File: src/rtl/prog_counter_if.sv
// Control/status bundle for prog_counter: configuration and strobes in,
// count and flags out.
interface prog_counter_if #(
  parameter int WIDTH = 8,
  parameter int PW    = 4
);
  logic             i_en;
  logic             i_clr;
  logic             i_load;
  logic [WIDTH-1:0] i_load_val;
  logic             i_up;
  logic [WIDTH-1:0] i_max;
  logic             i_sat;
  logic [PW-1:0]    i_presc;
  logic             i_ovf_clr;
  logic [WIDTH-1:0] o_cnt;
  logic             o_tc;
  logic             o_wrap;
  logic             o_ovf;

  modport master (
    output i_en, i_clr, i_load, i_load_val, i_up, i_max, i_sat, i_presc, i_ovf_clr,
    input  o_cnt, o_tc, o_wrap, o_ovf
  );

  modport slave (
    input  i_en, i_clr, i_load, i_load_val, i_up, i_max, i_sat, i_presc, i_ovf_clr,
    output o_cnt, o_tc, o_wrap, o_ovf
  );
endinterface

File: src/rtl/prog_counter.sv
// Programmable-modulus up/down counter with prescaler, wrap/saturate modes,
// one-cycle wrap pulse and sticky overflow flag.
module prog_counter #(
  parameter int WIDTH = 8,
  parameter int PW    = 4
) (
  input logic           i_clk,
  input logic           i_rst_n,
  prog_counter_if.slave bus
);

  logic [WIDTH-1:0] cnt_q, cnt_d;
  logic [PW-1:0]    p_q, p_d;
  logic             wrap_q, wrap_d;
  logic             ovf_q, ovf_d;
  logic             tc, tick, step;

  // Up-mode uses >= so a count sitting above i_max is treated as terminal.
  assign tc   = bus.i_up ? (cnt_q >= bus.i_max) : (cnt_q == '0);
  assign tick = bus.i_en && (p_q == bus.i_presc);
  assign step = tick && !bus.i_clr && !bus.i_load;

  always_comb begin
    cnt_d  = cnt_q;
    p_d    = p_q;
    wrap_d = 1'b0;
    ovf_d  = ovf_q;
    if (bus.i_clr) begin
      cnt_d = '0;
      p_d   = '0;
    end else if (bus.i_load) begin
      cnt_d = bus.i_load_val;
      p_d   = '0;
    end else begin
      if (bus.i_en) p_d = tick ? '0 : p_q + 1'b1;
      if (step) begin
        if (bus.i_up) begin
          if (!tc)            cnt_d = cnt_q + 1'b1;
          else if (bus.i_sat) cnt_d = bus.i_max;
          else begin
            cnt_d  = '0;
            wrap_d = 1'b1;
          end
        end else begin
          if (!tc)             cnt_d = cnt_q - 1'b1;
          else if (!bus.i_sat) begin
            cnt_d  = bus.i_max;
            wrap_d = 1'b1;
          end
        end
      end
    end
    // A terminal step beats a same-cycle clear request.
    if (step && tc)         ovf_d = 1'b1;
    else if (bus.i_ovf_clr) ovf_d = 1'b0;
  end

  always_ff @(posedge i_clk) begin
    if (!i_rst_n) begin
      cnt_q  <= '0;
      p_q    <= '0;
      wrap_q <= 1'b0;
      ovf_q  <= 1'b0;
    end else begin
      cnt_q  <= cnt_d;
      p_q    <= p_d;
      wrap_q <= wrap_d;
      ovf_q  <= ovf_d;
    end
  end

  assign bus.o_cnt  = cnt_q;
  assign bus.o_tc   = tc;
  assign bus.o_wrap = wrap_q;
  assign bus.o_ovf  = ovf_q;

endmodule

File: src/flat_wrapper.sv
// flat-port wrapper written by rule: the top's interface ports become plain ports
module prog_counter_flat 
#(
  parameter int WIDTH = 8,
  parameter int PW    = 4
)
  (i_clk, i_rst_n, bus_i_en, bus_i_clr, bus_i_load, bus_i_load_val, bus_i_up, bus_i_max, bus_i_sat, bus_i_presc, bus_i_ovf_clr, bus_o_cnt, bus_o_tc, bus_o_wrap, bus_o_ovf);
  prog_counter_if #(.WIDTH(WIDTH), .PW(PW)) bus_i ();
  input logic i_clk;
  input logic i_rst_n;
  input wire logic [$bits(bus_i.i_en)-1:0] bus_i_en;
  input wire logic [$bits(bus_i.i_clr)-1:0] bus_i_clr;
  input wire logic [$bits(bus_i.i_load)-1:0] bus_i_load;
  input wire logic [$bits(bus_i.i_load_val)-1:0] bus_i_load_val;
  input wire logic [$bits(bus_i.i_up)-1:0] bus_i_up;
  input wire logic [$bits(bus_i.i_max)-1:0] bus_i_max;
  input wire logic [$bits(bus_i.i_sat)-1:0] bus_i_sat;
  input wire logic [$bits(bus_i.i_presc)-1:0] bus_i_presc;
  input wire logic [$bits(bus_i.i_ovf_clr)-1:0] bus_i_ovf_clr;
  output wire logic [$bits(bus_i.o_cnt)-1:0] bus_o_cnt;
  output wire logic [$bits(bus_i.o_tc)-1:0] bus_o_tc;
  output wire logic [$bits(bus_i.o_wrap)-1:0] bus_o_wrap;
  output wire logic [$bits(bus_i.o_ovf)-1:0] bus_o_ovf;
  assign bus_i.i_en = bus_i_en;
  assign bus_i.i_clr = bus_i_clr;
  assign bus_i.i_load = bus_i_load;
  assign bus_i.i_load_val = bus_i_load_val;
  assign bus_i.i_up = bus_i_up;
  assign bus_i.i_max = bus_i_max;
  assign bus_i.i_sat = bus_i_sat;
  assign bus_i.i_presc = bus_i_presc;
  assign bus_i.i_ovf_clr = bus_i_ovf_clr;
  assign bus_o_cnt = bus_i.o_cnt;
  assign bus_o_tc = bus_i.o_tc;
  assign bus_o_wrap = bus_i.o_wrap;
  assign bus_o_ovf = bus_i.o_ovf;
  prog_counter #(.WIDTH(WIDTH), .PW(PW)) u_core (.i_clk(i_clk), .i_rst_n(i_rst_n), .bus(bus_i));
endmodule
File: config.mk
export PLATFORM = sky130hd
export DESIGN_NAME = prog_counter_flat
export DESIGN_NICKNAME = d
export VERILOG_FILES = /design/src/rtl/prog_counter_if.sv /design/src/rtl/prog_counter.sv /design/src/flat_wrapper.sv
export SDC_FILE = /design/constraint.sdc
export NUM_CORES = 1
export LEC_CHECK = 0
export ABC_AREA = 1
export CAP_MARGIN = 20
export CORE_MARGIN = 8
export CORE_UTILIZATION = 44
export CTS_CLUSTER_SIZE = 10
export DETAILED_ROUTE_END_ITERATION = 6
export PLACE_DENSITY = 0.76
export SLEW_MARGIN = 25
export SYNTH_ARGS = -nofsm -noshare
export SYNTH_HDL_FRONTEND = slang
export SYNTH_SLANG_ARGS = --single-unit
File: constraint.sdc
create_clock -name i_clk -period 1.6 [get_ports i_clk]
set_input_delay 0.16 -clock i_clk [delete_from_list [all_inputs] [get_ports i_clk]]
set_output_delay 0.16 -clock i_clk [all_outputs]
set_load 0.05 [all_outputs]
==> key figures <==
Routing
  – Vias: approximately 1.9k
  – TritonRoute pass-1 iters: 4
  – Final wirelength: around 5400 um
  – Vias per std cell: slightly above 5
  – Initial DRC count: 179
  – Drt wl/cell: between 10 and 15 um
  – Antenna Nets Post-Route: 0
  – DRC violations left: 0

Power
  – Leakage power: 0.00123 uW
  – Sequential Power Share: between 20 and 30%
  – Peak VDD IR: 0.414 mV
  – PD cells: slightly below 500 nW/um2
  – Comb pwr share: around 55%
  – Sw frac: around 38%
  – Clock share of power: 16.6%
  – Int Power: approximately 800 uW
  – P_sw: between 400 and 500 uW

Setup path
  – CP startpoint: u_core.bus.o_cnt[0]$_SDFFE_PP0P_
  – Worst EP required: 1.44 ns
  – Crit Path Max Fanout: 3
  – CP arrival: roughly 1.8 ns
  – Crit Path Class: register to output port
  – Reg-to-Reg Start: u_core.bus.o_cnt[0]$_SDFFE_PP0P_
  – Startpoint types: register
  – Worst setup EP type: output port

Clock network
  – Total CTS buffers: 3
  – Max Root-Sink Buffers: 2
  – CTS tree: yes
  – CTS clk-pin slew, worst paths: about 0.080 ns
  – Htree depth: 1
  – Hold buffer count at CTS: 0
  – Clock Sinks: 14
  – Root Buffer: clkbuf_4
  – Skew-Pair Late Insertion Delay: 0.28 ns

Synthesis
  – Ys async rst share: 0%
  – Seq/Total Area, Yosys: between 10% and 20%
  – Mapped Cells: between 200 and 250
  – Leading register cell type out of synthesis: dfxtp_1
  – Post-synthesis cell area: 1470 um2
  – Synth Register Bits: 14
  – Number of synthesized flops with an enable pin: 0
  – Top-count cell post-synth: nand2_1
  – Distinct cells, synth: 31
  – Synthesis warning total: 0
  – Synth cell count leaders: nand2_1, inv_1, nor2_1
  – Synth top area share: approximately a fifth
  – Area contributors post-synth: dfxtp_1, nand2_1, ha_1
  – Syn Area/Cell: ~6.1 um2
  – Leading area contributor after synthesis: dfxtp_1
  – Syn_nets: 278

STA
  – TNS Setup: -3.01 ns
  – Setup Skew: ~0.0047 ns
  – Final Max Slew Viols: 0
  – Post-route setup slack: -0.334 ns
  – Hold slack: 0.415 ns
  – Hold Vio Cnt, Final: 0
  – Unrepaired setup endpoints after global routing: true
  – Slew @ Worst Pin: ~0.27 ns
  – Final period util: 121%
  – Worst rel slew slack: just over 80%
  – Crit path time final: between 1.5 and 2 ns
  – Endpoints failing setup: 11
  – Fmax: 517 MHz

Cells and area
  – Final instance area: 2600 um2
  – Post-route insts no fill: about 380
  – Nets@finish: 375
  – Fill count: between 200 and 250
  – Area grow syn2layout: 76.7%
  – Ant diodes: 0
  – Share of layout cells above drive strength 1: between 40% and 50%

Global routing
  – Number of global-route vias before repair: between 1.5k and 2k
  – Global route total overflow: 0
  – Largest net degree at the start of global routing: 13
  – First-pass GRT wire length: ~8700 um
  – All-Layer GR Usage: between 20% and 30%
  – Initial antenna violation count: 0

Flow run
  – Max-Cap Viols: 0

Die
  – Row cnt: 21
  – Die H: between 70 and 80 um
  – Core area: ~3300 um2
  – Initial Util: around 45%
  – Boundary Pins: 39
  – Die width: 73.8 um
  – Die area: ~5400 um2

Placed design
  – Inst Count DP: about 370
  – DP Worst Slack: -0.601 ns
  – Post-DP Area: between 2000 and 2500 um2
  – IO buf count: 38
  – RePlAce Congestion: ~0.93
  – Placed wire-length estimate: between 3000 and 4000 um

Worst hold path
  – Worst Hold Class: input port to register
  – Min-delay src: i_rst_n

Run status
  – Violated checks: negative setup slack
  – Status: finished with violations
critical path, cell delays in order, from the launching register on:
cell and delay, ns:
dfxtp_4 0.38, inv_6 0.05, ha_4 0.25, nand2_2 0.04, nor2_1 0.09, nor2_1 0.04, nand2_1 0.09, nand2_2 0.08
nand2_4 0.12, nand2_8 0.08, inv_8 0.06, buf_6 0.09, buf_12 0.12
path summary, 6_finish.rpt:
check,to,slack (ns),cells past startpoint
setup / recovery,bus_o_tc,-0.33,12
hold / removal,u_core.bus.o_ovf$_SDFFE_PN0P_,0.42,3
setup reg to reg,u_core.bus.o_cnt[2]$_SDFFE_PP0P_,-0.30,14
hold reg to reg,u_core.bus.o_ovf$_SDFFE_PN0P_,0.46,2
power groups by stage:
stage	logic, uW	clock network, uW	registers [uW]
global route	755	240	366
detailed placement	575	0	371
CTS	648	220	364
floorplan	273	0	410
global placement	569	0	370
finish	701	212	365
cell usage in the layout, fill, tap and decap left out, types with 2 or more instances in the layout:
cell / Yosys / routed
nand3_1: 19 / 13
nand3_2: 1 / 7
buf_6: 2 / 6
dfxtp_1: 14 / 6
xor2_1: 10 / 10
nor2_1: 27 / 25
nand2_2: 1 / 10
inv_1: 33 / 28
ha_1: 11 / 5
o21ai_2: 0 / 4
o211ai_1: 2 / 2
clkbuf_4: 0 / 3
clkdlybuf4s50_1: 0 / 24
nor2_2: 4 / 5
nor2_4: 2 / 3
nand4_1: 6 / 6
nand2_1: 56 / 47
ha_4: 0 / 6
buf_4: 0 / 64
dfxtp_4: 0 / 7
inv_2: 3 / 5
a21oi_1: 21 / 12
dlygate4sd2_1: 0 / 3
a21oi_2: 0 / 9
o21ai_1: 2 / 2
o21ai_0: 8 / 4
registers in the layout (all words and copies together) (netlist names):
name / count
u_core.bus.o_cnt: 8
u_core.p_q: 4
u_core.bus.o_ovf: 1
u_core.bus.o_wrap: 1
per-stage QoR:
step	power, uW	utilization [%]
floorplan	682	-
global placement	940	70.2
global route	1360	79.0
detailed placement	946	70.2
finish	1280	79.0
CTS	1230	76.0
metal layers:
metal	global-route usage, %	share of wire (%)
met1	24.1	41
met2	35.9	51
met3	3.41	5.9
met4	7.54	2.1
met5	0	0
logic make-up (layout without fill, tap and decap cells):
group                    count (synthesis)  in the layout  share of synthesized area, %
adder cells (fa/ha/maj)                 11             11                          9.37
AO/OA/AOI/OAI                           41             41                          16.4
flip-flops                              14             14                          19.1
XOR/XNOR                                10             10                          5.96
AND/OR/NAND/NOR                        121            121                          37.4
buffers and inverters                   42            138                          11.8
layout make-up:
| cell class | instances | area, um2 | area share, % |
|---|---|---|---|
| tap | 46 | 57.6 | 2.22 |
| clock buffer | 4 | 26.3 | 1.01 |
| multi-input combinational | 183 | 1220 | 47.0 |
| sequential | 14 | 308 | 11.9 |
| timing repair buffer | 98 | 835 | 32.1 |
| inverter | 36 | 150 | 5.78 |
what timing repair did:
action	in CTS	in global routing
pin swaps	7	15
setup buffers	10	1
hold endpoints to repair	0	0
resized for setup	27	24
setup endpoints to repair	11	11
No activity file was read; power rests on OpenSTA's default activity.
